`src/rtl/fetch_unit.sv`:
```
// rv32i instruction-fetch front end: PC, one-outstanding imem read,
// single output slot, stall/redirect handling with stale-fetch drop.
module fetch_unit #(
  parameter logic [31:0] RESET_PC = 32'h0000_0000,
  parameter logic [31:0] NOP_INST = 32'h0000_0013
) (
  input  logic        clk,
  input  logic        rst_n,
  output logic        imem_req,
  output logic [31:0] imem_addr,
  input  logic        imem_ack,
  input  logic [31:0] imem_rdata,
  input  logic        redirect,
  input  logic [31:0] redirect_pc,
  input  logic        stall,
  output logic        inst_valid,
  output logic [31:0] inst,
  output logic [31:0] inst_pc,
  output logic [6:0]  opcode,
  output logic        misaligned_err
);

  typedef enum logic [1:0] {
    S_IDLE,
    S_WAIT,
    S_DROP
  } state_t;

  state_t      r_state;
  logic [31:0] r_pc;
  logic [31:0] r_drop_addr;
  logic [31:0] r_inst;
  logic [31:0] r_inst_pc;
  logic        r_inst_valid;
  logic        r_mis;

  logic        w_req;
  logic [31:0] w_pc_inc;
  logic [31:0] w_tgt;
  logic [31:0] w_inst;

  assign w_pc_inc = r_pc + 32'd4;
  assign w_tgt    = {redirect_pc[31:2], 2'b00};

  always_comb begin
    w_req = 1'b0;
    case (r_state)
      S_IDLE:  w_req = !redirect && (!r_inst_valid || !stall);
      S_WAIT:  w_req = 1'b1;
      S_DROP:  w_req = 1'b1;
      default: w_req = 1'b0;
    endcase
  end

  // DROP keeps presenting the abandoned address until memory answers
  assign imem_req  = rst_n && w_req;
  assign imem_addr = (r_state == S_DROP) ? r_drop_addr : r_pc;

  assign w_inst         = r_inst_valid ? r_inst : NOP_INST;
  assign inst           = w_inst;
  assign inst_valid     = r_inst_valid;
  assign inst_pc        = r_inst_pc;
  assign opcode         = w_inst[6:0];
  assign misaligned_err = r_mis;

  always_ff @(posedge clk) begin
    if (!rst_n) begin
      r_state      <= S_IDLE;
      r_pc         <= RESET_PC;
      r_drop_addr  <= RESET_PC;
      r_inst       <= NOP_INST;
      r_inst_pc    <= RESET_PC;
      r_inst_valid <= 1'b0;
      r_mis        <= 1'b0;
    end else begin
      if (r_inst_valid && !stall)
        r_inst_valid <= 1'b0;
      if (redirect) begin
        r_inst_valid <= 1'b0;
        r_pc         <= w_tgt;
        if (|redirect_pc[1:0])
          r_mis <= 1'b1;
        case (r_state)
          S_WAIT: begin
            r_drop_addr <= r_pc;
            r_state     <= imem_ack ? S_IDLE : S_DROP;
          end
          S_DROP:
            if (imem_ack)
              r_state <= S_IDLE;
          default: r_state <= S_IDLE;
        endcase
      end else begin
        case (r_state)
          S_IDLE:
            if (w_req) begin
              if (imem_ack) begin
                r_inst       <= imem_rdata;
                r_inst_pc    <= r_pc;
                r_inst_valid <= 1'b1;
                r_pc         <= w_pc_inc;
              end else begin
                r_state <= S_WAIT;
              end
            end
          S_WAIT:
            if (imem_ack) begin
              r_inst       <= imem_rdata;
              r_inst_pc    <= r_pc;
              r_inst_valid <= 1'b1;
              r_pc         <= w_pc_inc;
              r_state      <= S_IDLE;
            end
          S_DROP:
            if (imem_ack)
              r_state <= S_IDLE;
          default: r_state <= S_IDLE;
        endcase
      end
    end
  end

endmodule

```
`config.mk`:
```
export PLATFORM = sky130hd
export DESIGN_NAME = fetch_unit
export DESIGN_NICKNAME = d
export VERILOG_FILES = /design/src/rtl/fetch_unit.sv
export SDC_FILE = /design/constraint.sdc
export NUM_CORES = 1
export LEC_CHECK = 0
export ABC_CLOCK_PERIOD_IN_PS = 2650
export BUFFER_PORTS_ARGS = -buffer_cell sky130_fd_sc_hd__buf_2
export CORE_ASPECT_RATIO = 1.75
export CORE_MARGIN = 2
export CORE_UTILIZATION = 38
export CTS_CLUSTER_DIAMETER = 100
export DETAILED_ROUTE_END_ITERATION = 8
export MAX_ROUTING_LAYER = met4
export SYNTH_ARGS = -nofsm -noshare
export SYNTH_HDL_FRONTEND = slang
export SYNTH_SLANG_ARGS = --single-unit
```
`constraint.sdc`:
```
create_clock -name clk -period 2.65 [get_ports clk]
set_clock_uncertainty 0.15 [all_clocks]
set_input_delay 0.265 -clock clk [delete_from_list [all_inputs] [get_ports clk]]
set_output_delay 0.265 -clock clk [all_outputs]
set_load 0.02 [all_outputs]
```
==> results.json <==
{
  "status": "finished clean",
  "num_antenna_cells": 0,
  "cp-end-kind": "primary output",
  "tritoncts": "done",
  "leakage_nw": 3.36,
  "drv_cap": 0,
  "yosys_warnings": 0,
  "vias_per_cell": 4.93,
  "die_w_um": 100,
  "path_cells": "inv_1, ha_1, buf_4, mux2_2, buf_2",
  "fin_crit_sh_pct": 95.8,
  "met1_usage_pct": 22.3,
  "worstHoldStart": "redirect_pc[18]",
  "rsz0062_at_grt": "no",
  "critical_path.max_stage_delay_ps": 390,
  "crit_start": "r_state[0]",
  "root_buffer": "clkbuf_16",
  "cts_resized": 0,
  "cts.hold.buffers_added": 55,
  "seq_area_frac_synth_pct": 41.0,
  "dp_cells": 1057,
  "area_growth_pct": 35.0,
  "postCtsSetupBuffers": 0,
  "power.density_mw_per_mm2": 611,
  "row_count": 61,
  "dieArea_mm2": 0.0173,
  "fmax_mhz": 394,
  "ys_types": 50,
  "maxSlewViolCount": 0,
  "synth_area_mm2": 0.00615,
  "synth_edf_count": 0,
  "worstSetupPathType": "reg2out",
  "dominantRegCellSynth": "dfxtp_1",
  "overflow": 0,
  "hold_viol": 0,
  "critical_path_cell_count": 5,
  "grt_pass1_vias": 5354,
  "io_buffers": 170,
  "fin_cells": 1144,
  "syn-instance-count": 744,
  "use_met2_pct": 36.3,
  "rr_startpoint": "r_state[0]",
  "io_pins": 175,
  "critPathTopFamily": "buffers and inverters",
  "synth_seq_cells": 126,
  "ir_drop_mv": 0.345,
  "drc": 0,
  "wirelength_um": 17000,
  "grtUsageTotal_pct": 20.1,
  "via_count": 5635,
  "core_mm2": 0.0159,
  "grt_first_pass_wirelength_um": 26700,
  "cts_buffer_depth": 2,
  "tns_ps": 0,
  "worstPathArrival_ps": 2120,
  "avgSynthCellArea_um2": 8.27,
  "cp-start-kind": "register",
  "gp_congestion": 0.792,
  "drtIter0Drc": 186,
  "setup_viol": 0,
  "drive_gt1_share_pct": 28.7,
  "cp.required_ps": 2240,
  "cts-buffers-inserted": 17,
  "met3_usage_pct": 3.27,
  "dr.pass1.iters": 4,
  "hold_path.class": "in2reg",
  "grt_max_degree": 85,
  "ff2ff_path_depth": 8,
  "synthArstFlopShare_pct": 0,
  "post-dp-hpwl_um": 11400,
  "path_clk_slew_ps": 60,
  "grt.busiest_layer": "met2",
  "hold_path_depth": 3,
  "wl_per_cell_um": 14.9,
  "crit_path_max_fanout": 18,
  "clock-sinks": 126,
  "finalCriticalPeriod_ps": 2540,
  "h-tree-depth": 4,
  "ant_nets": 0,
  "initial_utilization_pct": 38.8,
  "clk_latency_ps": 410,
  "fin_nets": 1016,
  "die_h_um": 172,
  "crit_slowest_cell": "ha_1",
  "cp.buffers_inverters": 3,
  "antenna_found_initial": 0
}
-- logic make-up after synthesis --
group / Yosys count / share of synthesized area, %
flip-flops: 126 / 41.0
XOR/XNOR: 25 / 3.56
multiplexers: 26 / 4.74
AO/OA/AOI/OAI: 164 / 17.8
buffers and inverters: 78 / 5.98
other: 1 / 0.0609
adder cells (fa/ha/maj): 5 / 1.02
AND/OR/NAND/NOR: 319 / 25.8
-- through the flow --
step | cell area [um2] | util [%] | power (mW) | setup WS (ps) | hold slack [ps]
3_5_place_dp | 7140 | 45.0 | 2.61 | 230 | 291
6_report | 8310 | 52.4 | 5.08 | 111 | 8.88
5_1_grt | 8310 | 52.4 | 5.27 | 53.9 | 33.2
2_1_floorplan | 6170 | - | 2.40 | 491 | 239
3_3_place_gp | 7140 | 45.0 | 2.60 | 335 | 286
4_1_cts | 8310 | 52.4 | 5.14 | 91.9 | 4.91
-- routing by layer --
| metal | share of wire [%] | up-vias |
|---|---|---|
| met5 | 0 | - |
| met4 | 1.5 | 0 |
| met3 | 3.0 | 20 |
| met2 | 54 | 124 |
| met1 | 42 | 2613 |
| li1 | - | 2878 |
-- placed cells by master (no fill, tap or decap), types with 8 or more instances in the layout --
| cell | n |
|---|---|
| clkbuf_16 | 17 |
| nor2_1 | 8 |
| and2_1 | 35 |
| o21ai_0 | 30 |
| nor4_2 | 11 |
| buf_4 | 16 |
| dlygate4sd3_1 | 55 |
| nand3_1 | 15 |
| dfxtp_1 | 126 |
| buf_2 | 169 |
| nand2b_1 | 8 |
| nand2_1 | 205 |
| xnor2_1 | 24 |
| inv_1 | 10 |
| a21boi_0 | 64 |
| a21boi_1 | 26 |
| a21oi_1 | 26 |
| mux2_2 | 25 |
-- Yosys cell counts (all sizes together) (2+ instances only) --
master	number	area, um2
a31o	2	17.5
nand4	8	65.1
and2	35	219
nor2	9	36.3
and3	3	18.8
a31oi	2	12.5
mux2	25	282
a21oi	26	130
nor3	9	80.1
dfxtp	126	2520
nand2b	9	56.3
ha	5	62.6
xnor2	24	210
and4	5	46.3
nand3	16	85.1
nor3b	2	15.0
inv	10	37.5
nor2b	4	27.5
o211ai	2	20.0
o21a	2	15.0
a21boi	90	676
buf	32	194
o21ai	34	170
nor4	11	138
nand2	205	769
clkbuf	36	136
-- registers in the layout, summed over array words and instances, names as in the netlist --
signal          flops
inst_pc            30
inst_valid          1
misaligned_err      1
r_drop_addr        30
r_inst             32
r_pc               30
r_state             2
-- worst register-to-register path: cells and delay by family, from the launching register on --
kind / cells / cell delay [ps]
DFF: 1 / 370
AOI/OAI and AO/OA: 2 / 580
buffers and inverters: 2 / 320
adders and majority gates: 1 / 360
and+or+nand+nor: 3 / 550
-- area by class of cell --
class	count	area (um2)
Clock buffer	21	460
Clock inverter	11	164
Fill cell	1529	7560
Inverter	10	37.5
Multi-Input combinational cell	543	3290
Sequential cell	126	2520
Tap cell	189	236
Timing Repair Buffer	244	1600
-- final timing paths --
path / end / slack, ps
max: imem_addr[24] / 110
min: r_pc[18] / 9
max reg2reg: r_inst[21] / 240
min reg2reg: r_inst[16] / 300
-- report_power, final --
group          internal [mW]  total, mW  switching (mW)  leakage [nW]
clock network           1.62       2.46           0.842         0.303
registers               1.97       2.04          0.0733          1.03
logic                  0.263      0.578           0.315          2.03
total                   3.85       5.08            1.23          3.36
Note: power is estimated with default switching activity, not from simulation.
